## config.mk

```make
export PLATFORM = sky130hd
export DESIGN_NAME = sum_accumulator
export DESIGN_NICKNAME = d
export VERILOG_FILES = /design/src/rtl/sum_accumulator_pkg.sv /design/src/rtl/sum_accumulator.sv
export SDC_FILE = /design/constraint.sdc
export NUM_CORES = 1
export LEC_CHECK = 0
export BUFFER_PORTS_ARGS = -buffer_cell sky130_fd_sc_hd__buf_2
export CORE_AREA = 8 8 54 60
export CTS_BUF_LIST = sky130_fd_sc_hd__clkbuf_4
export DETAILED_ROUTE_END_ITERATION = 8
export DIE_AREA = 0 0 62 68
export PLACE_DENSITY_LB_ADDON = 0.05
export SYNTH_ARGS = -nofsm -noshare
export SYNTH_HDL_FRONTEND = slang
export SYNTH_SLANG_ARGS = --single-unit
```

## constraint.sdc

```tcl
create_clock -name i_clk -period 3.68 [get_ports i_clk]
set_clock_uncertainty 0.05 [all_clocks]
set_input_delay 0.736 -clock i_clk [delete_from_list [all_inputs] [get_ports i_clk]]
set_output_delay 0.736 -clock i_clk [all_outputs]
set_load 0.02 [all_outputs]
```

## src/rtl/sum_accumulator_pkg.sv

```systemverilog
// sum_accumulator_pkg: FSM state type and accumulator width helper for sum_accumulator
package sum_accumulator_pkg;
  typedef enum logic [0:0] {ACCUM = 1'b0, HOLD = 1'b1} state_t;
  function automatic int acc_width(input int width, input int count);
    return width + 1 + $clog2(count + 1);
  endfunction
endpackage

```

## src/rtl/sum_accumulator.sv

```systemverilog
// sum_accumulator: sums COUNT adder results per batch, optional early close via SUM_ACCUMULATOR_FLUSH_EN
module sum_accumulator
  import sum_accumulator_pkg::*;
#(
  parameter int WIDTH = 8,
  parameter int COUNT = 4,
  localparam int ACC_W = acc_width(WIDTH, COUNT),
  localparam int CNT_W = $clog2(COUNT + 1)
) (
  input  logic             i_clk,
  input  logic             i_rst,
  input  logic             i_valid,
  input  logic [WIDTH:0]   i_result,
`ifdef SUM_ACCUMULATOR_FLUSH_EN
  input  logic             i_flush,
`endif
  output logic             o_ready,
  output logic             o_valid,
  output logic [ACC_W-1:0] o_sum,
  output logic [CNT_W-1:0] o_count,
  input  logic             i_ready
);
  state_t r_state;
  logic [ACC_W-1:0] r_acc;
  logic [CNT_W-1:0] r_cnt;
  logic w_in, w_out, w_close;
  logic [CNT_W-1:0] w_cnt_inc;
  logic [ACC_W-1:0] w_acc_add;
  assign o_valid   = r_state == HOLD;
  assign o_ready   = !i_rst && (r_state == ACCUM || i_ready);
  assign o_sum     = r_acc;
  assign o_count   = r_cnt;
  assign w_in      = i_valid && o_ready;
  assign w_out     = o_valid && i_ready;
  assign w_cnt_inc = r_cnt + 1'b1;
  assign w_acc_add = r_acc + ACC_W'(i_result);
`ifdef SUM_ACCUMULATOR_FLUSH_EN
  assign w_close = (w_in && w_cnt_inc == CNT_W'(COUNT)) || (i_flush && (w_in || r_cnt != '0));
`else
  assign w_close = w_in && w_cnt_inc == CNT_W'(COUNT);
`endif
  // accumulate in ACCUM; in HOLD keep the result until taken, chaining the next batch on a same-cycle input
  always_ff @(posedge i_clk) begin
    if (i_rst) begin
      r_state <= ACCUM;
      r_acc   <= '0;
      r_cnt   <= '0;
    end else if (r_state == ACCUM) begin
      if (w_in) begin
        r_acc <= w_acc_add;
        r_cnt <= w_cnt_inc;
      end
      if (w_close) r_state <= HOLD;
    end else if (w_out) begin
      r_acc   <= w_in ? ACC_W'(i_result) : '0;
      r_cnt   <= w_in ? CNT_W'(1) : '0;
      r_state <= (w_in && COUNT == 1) ? HOLD : ACCUM;
    end
  end
endmodule

```

==> Word-level counts from Yosys, hierarchy flattened <==
Index checks and enable logic that the tools add are counted.
{ "op_classes": {"n_addsub": 2, "eq_ne": 2, "muxes": 11, "bitwise": 1, "reduce_logical": 8} }
{ "ops": {"columns": ["operator", "count"], "rows": [
  ["two-way mux 12 bit", 3],
  ["adder 12 x 9 -> 12 bit", 1],
  ["two-way mux 3 bit", 3],
  ["two-way mux 9 bit", 1],
  ["logical AND 1 bit", 4],
  ["two-way mux 1 bit", 4],
  ["adder 3 x 1 -> 3 bit, second input constant", 1],
  ["equality test 3 bit, second input constant", 1],
  ["inequality test 2 x 1 -> 1 bit, second input constant", 1],
  ["AND reduction 2 bit", 1],
  ["nonzero test 2 bit", 1],
  ["logical NOT 1 bit", 1],
  ["logical OR 1 bit", 1],
  ["NOT 1 bit", 1]
]} }
{ "word_totals": {"regBits": 16, "in_bits": 13, "output_inout_bits": 17, "word_cells": 27} }

==> Depth between registers and ports, before layout <==
{ "depth": {"word_depth": 7, "ltp_mapped": 8, "depth_no_buf": 8} }

==> Worst setup path after synthesis <==
Ideal clock, no wire load.
{ "synth_path": {"path_type": "input-to-reg", "from": "input i_result[0]", "to": "register r_acc[6] (netlist: o_sum[6])", "setup_time_ps": 132, "arrival_ps": 2335, "slack_ps": 1163, "cell_stages": 8, "n_path_buf": 0, "cell_sequence": "ha_1 -> inv_1 -> fa_1 -> nor2b_4 -> o31a_4 -> mux2_4 -> a2111oi_4 -> nor3_1"} }
{ "synth_between": {"elab_chain_len": 3} }
{ "synth_lines": {"columns": ["element", "line", "rtl"], "rows": [
  ["start, declared", "sum_accumulator.sv:13", "input logic [WIDTH:0] i_result,"],
  ["adder 12 x 9 -> 12 bit", "sum_accumulator.sv:36", "assign w_acc_add = r_acc + ACC_W'(i_result);"],
  ["two-way mux 12 bit", "sum_accumulator.sv:49", "if (w_in) begin"],
  ["two-way mux 12 bit", "sum_accumulator.sv:48", "end else if (r_state == ACCUM) begin"],
  ["end signal, assigned", "sum_accumulator.sv:50", "r_acc <= w_acc_add;"],
  ["end signal, assigned", "sum_accumulator.sv:55", "r_acc <= w_in ? ACC_W'(i_result) : '0;"],
  ["end, declared", "sum_accumulator.sv:24", "logic [ACC_W-1:0] r_acc;"]
]} }
Every way passes these cells. The select of a mux whose other input is x is not followed.
A chain may end at the register's enable or synchronous reset.

==> Worst setup path in the final report <==
Ends and elaborated chain as after synthesis.

==> reports/metrics.yaml <==
power:
  p_per_area_nw_per_um2: 361
  p_leak_uw: 0.000636
  peakVddDrop_mv: 0.225
global_route:
  grt_usage: 0.153
  antenna_found_initial: 0
  grt_pass1_vias: 1216
  grt_pass1_wl_mm: 4.94
  gr-total-overflow: 0
  grt_max_degree: 24
place:
  gp_congestion: 0.782
  hpwl_mm: 2.44
  port_buffers: 29
synthesis:
  seq_area_frac_synth: 0.250
  synth_top_area_share: 0.250
  yosysWarnings: 0
  synthTopCellsByArea: "dfxtp_1 25%, ha_1 11%, nor2_1 5.6%, a21oi_1 4.3%, a211oi_1 3.5%"
  synth_common_cells: "19 x nor2_1, 16 x dfxtp_1, 11 x a21oi_1, 11 x ha_1, 8 x nand2_1"
  avgSynthCellArea_um2: 8.38
  synth_cell_types: 44
  synth_fp_nets: 178
  ys_ff_latch: 16
  synth_area_um2: 1280
  synthFlopType: "dfxtp_1"
  async_reset_ff_frac: 0
  yosysTopAreaCell: "dfxtp_1"
  syn_inst: 153
  synth-edff-count: 0
  synth_most_common_cell: "nor2_1"
flow_run:
  max_cap_viol_count: 0
die:
  rows: 19
  fp.dieW_um: 62
  die-height_um: 68
  io_pins: 30
  coreArea_um2: 2350
  start_util: 0.545
  dieArea_um2: 4220
critical_path:
  path_class: "primary input to register"
  critPathBufInv: 2
  r2r_cells: 8
  cp-start-kind: "primary input"
  r2r_end: "o_sum[6]$_SDFFE_PP0P_"
  cp_top_family: "adder cells"
  cp.required_ns: 3.80
  reg2reg_slack_ns: 1.45
  crit_arrival_ns: 2.52
  cp_max_fo: 4
  slowest_stage: "fa_1"
  reg2reg_from: "o_sum[0]$_SDFFE_PP0P_"
  max_stage_delay_ns: 0.43
  cp_cell_sequence: "buf_2 -> ha_1 -> inv_1 -> fa_1 -> nor2b_4 -> o31a_4 -> mux2_4 -> a2111oi_4 -> nor3_1"
  cp-end-kind: "register"
routing:
  antenna_left: 0
  wirelength_mm: 3.16
  avgRoutedWirePerCell_um: 15.0
  drt_iter0_markers: 41
  drc_errors: 0
  vias_per_cell: 5.99
  drt-pass1-iter-count: 4
  num_vias: 1263
clocking:
  clock-sinks: 16
  cts_buffers: 3
  root_buffer: "clkbuf_4"
  clockBufferDepth: 2
  clk_pin_slew_worst_paths_ns: 0.10
  cts_resized: 0
  cts_tree: "yes"
  cts_hold_buf: 0
  htreeDepth: 1
  clk_latency_ns: 0.29
  post_cts_buffers: 0
layout:
  area_growth_pct: 14.2
  layout.nets: 206
  drive_gt1_frac: 0.217
  register_area_um2: 320
  post-route-util: 0.623
  fill_cells: 220
  n_antenna_cell: 0
  multi_input_area_um2: 908
sta:
  worst_pin_slew_ns: 0.610
  fin_crit_sh: 0.652
  rsz0062_at_grt: "no"
  fin_crit_ns: 2.40
  drv_slew: 0
  relSlewSlack: 0.593
  hold_viol: 0
  tns_ns: 0
  setup_violations: 0
  max_freq_mhz: 417
hold_path:
  min-delay-start: "o_sum[11]$_SDFFE_PP0P_"
  hp-class: "register to register"
  holdPathStages: 2
  worst_hold_path.endpoint: "o_sum[11]$_SDFFE_PP0P_"
outcome:
  status: "completed"
-- area by class of cell --
cell class,count,area share
clock buffers,3,0.0154
clock inverters,1,0.00256
inverters,7,0.0179
multi-input cells,124,0.620
flip-flops and latches,16,0.219
well taps,31,0.0265
repair buffers,29,0.0991
-- metrics by stage --
step                      cells  setup slack [ns]  total power (µW)  hold WS [ns]  cell area [µm²]
after detailed placement    207             0.960               434         0.430             1440
final                       211              1.28               529         0.448             1470
after global placement      207              1.00               425         0.416             1440
after floorplan             153              1.16               375         0.508             1280
after CTS                   211              1.28               534         0.443             1470
after global routing        211              1.21               567         0.464             1470
-- placed cells by master (no fill, tap or decap), types with 2 or more instances in the layout --
cell type | synthesis | layout
clkbuf_4 | 0 | 3
dfxtp_1 | 16 | 16
nand3_1 | 3 | 3
buf_2 | 4 | 29
nand2_1 | 8 | 8
o21a_1 | 3 | 3
nor3_1 | 7 | 7
ha_1 | 11 | 11
nand2b_1 | 3 | 3
a221oi_1 | 3 | 3
inv_1 | 7 | 7
a311oi_1 | 2 | 2
a22oi_1 | 3 | 3
nor4b_1 | 2 | 2
o211ai_1 | 2 | 2
nor3b_1 | 2 | 2
a21oi_1 | 11 | 11
o21bai_1 | 2 | 2
nor2b_1 | 2 | 2
a211oi_1 | 6 | 6
nor4_1 | 2 | 2
or3_1 | 3 | 3
a31oi_1 | 2 | 2
o21ai_0 | 7 | 7
a21o_1 | 3 | 3
nor2_1 | 19 | 19
-- report_power, final --
group / internal [µW] / switching [µW]
sequential: 193 / 22.0
clock: 39.5 / 59.7
combinational: 89.6 / 125
total: 322 / 207
-- layer usage --
layer / global-route usage / share of wire / up-vias / wire, µm
li1: - / - / 632 / -
met1: 0.159 / 0.40 / 593 / 1280
met2: 0.285 / 0.52 / 31 / 1640
met3: 0.0357 / 0.061 / 7 / 192
met4: 0.0627 / 0.016 / 0 / 52
met5: 0 / 0 / - / 0
-- kinds of logic after synthesis --
logic type	Yosys count	share of synthesized area
buffers and inverters	13	0.0420
and+or+nand+nor	57	0.238
xor gates and xnor gates	1	0.00683
adders and majority gates	12	0.123
muxes	1	0.0117
DFF	16	0.250
AOI/OAI and AO/OA	53	0.329
-- tightest hold or removal path: stages (launching register included) --
cell	delay [ns]
dfxtp_1	0.33
o21ai_0	0.07
a21oi_1	0.06
-- flip-flops by register name, summed over array words and instances (netlist names) --
name and flops:
o_count 3, o_sum 12, o_valid 1
-- worst max-delay path by stage --
| stage | startpoint | to | slack [ns] | cells after the start |
|---|---|---|---|---|
| 6_report | i_result[0] | o_sum[6]$_SDFFE_PP0P_ | 1.28 | 9 |
| 4_1_cts | i_result[0] | o_sum[6]$_SDFFE_PP0P_ | 1.28 | 9 |
| 3_3_place_gp | i_result[0] | o_sum[6]$_SDFFE_PP0P_ | 1.00 | 9 |
| 5_1_grt | o_valid$_SDFF_PP0_ | o_ready | 1.21 | 3 |
| 3_5_place_dp | i_result[0] | o_sum[6]$_SDFFE_PP0P_ | 0.96 | 9 |
| 2_1_floorplan | i_result[0] | o_sum[6]$_SDFFE_PP0P_ | 1.16 | 8 |
Power figures use the tool's default switching activity.
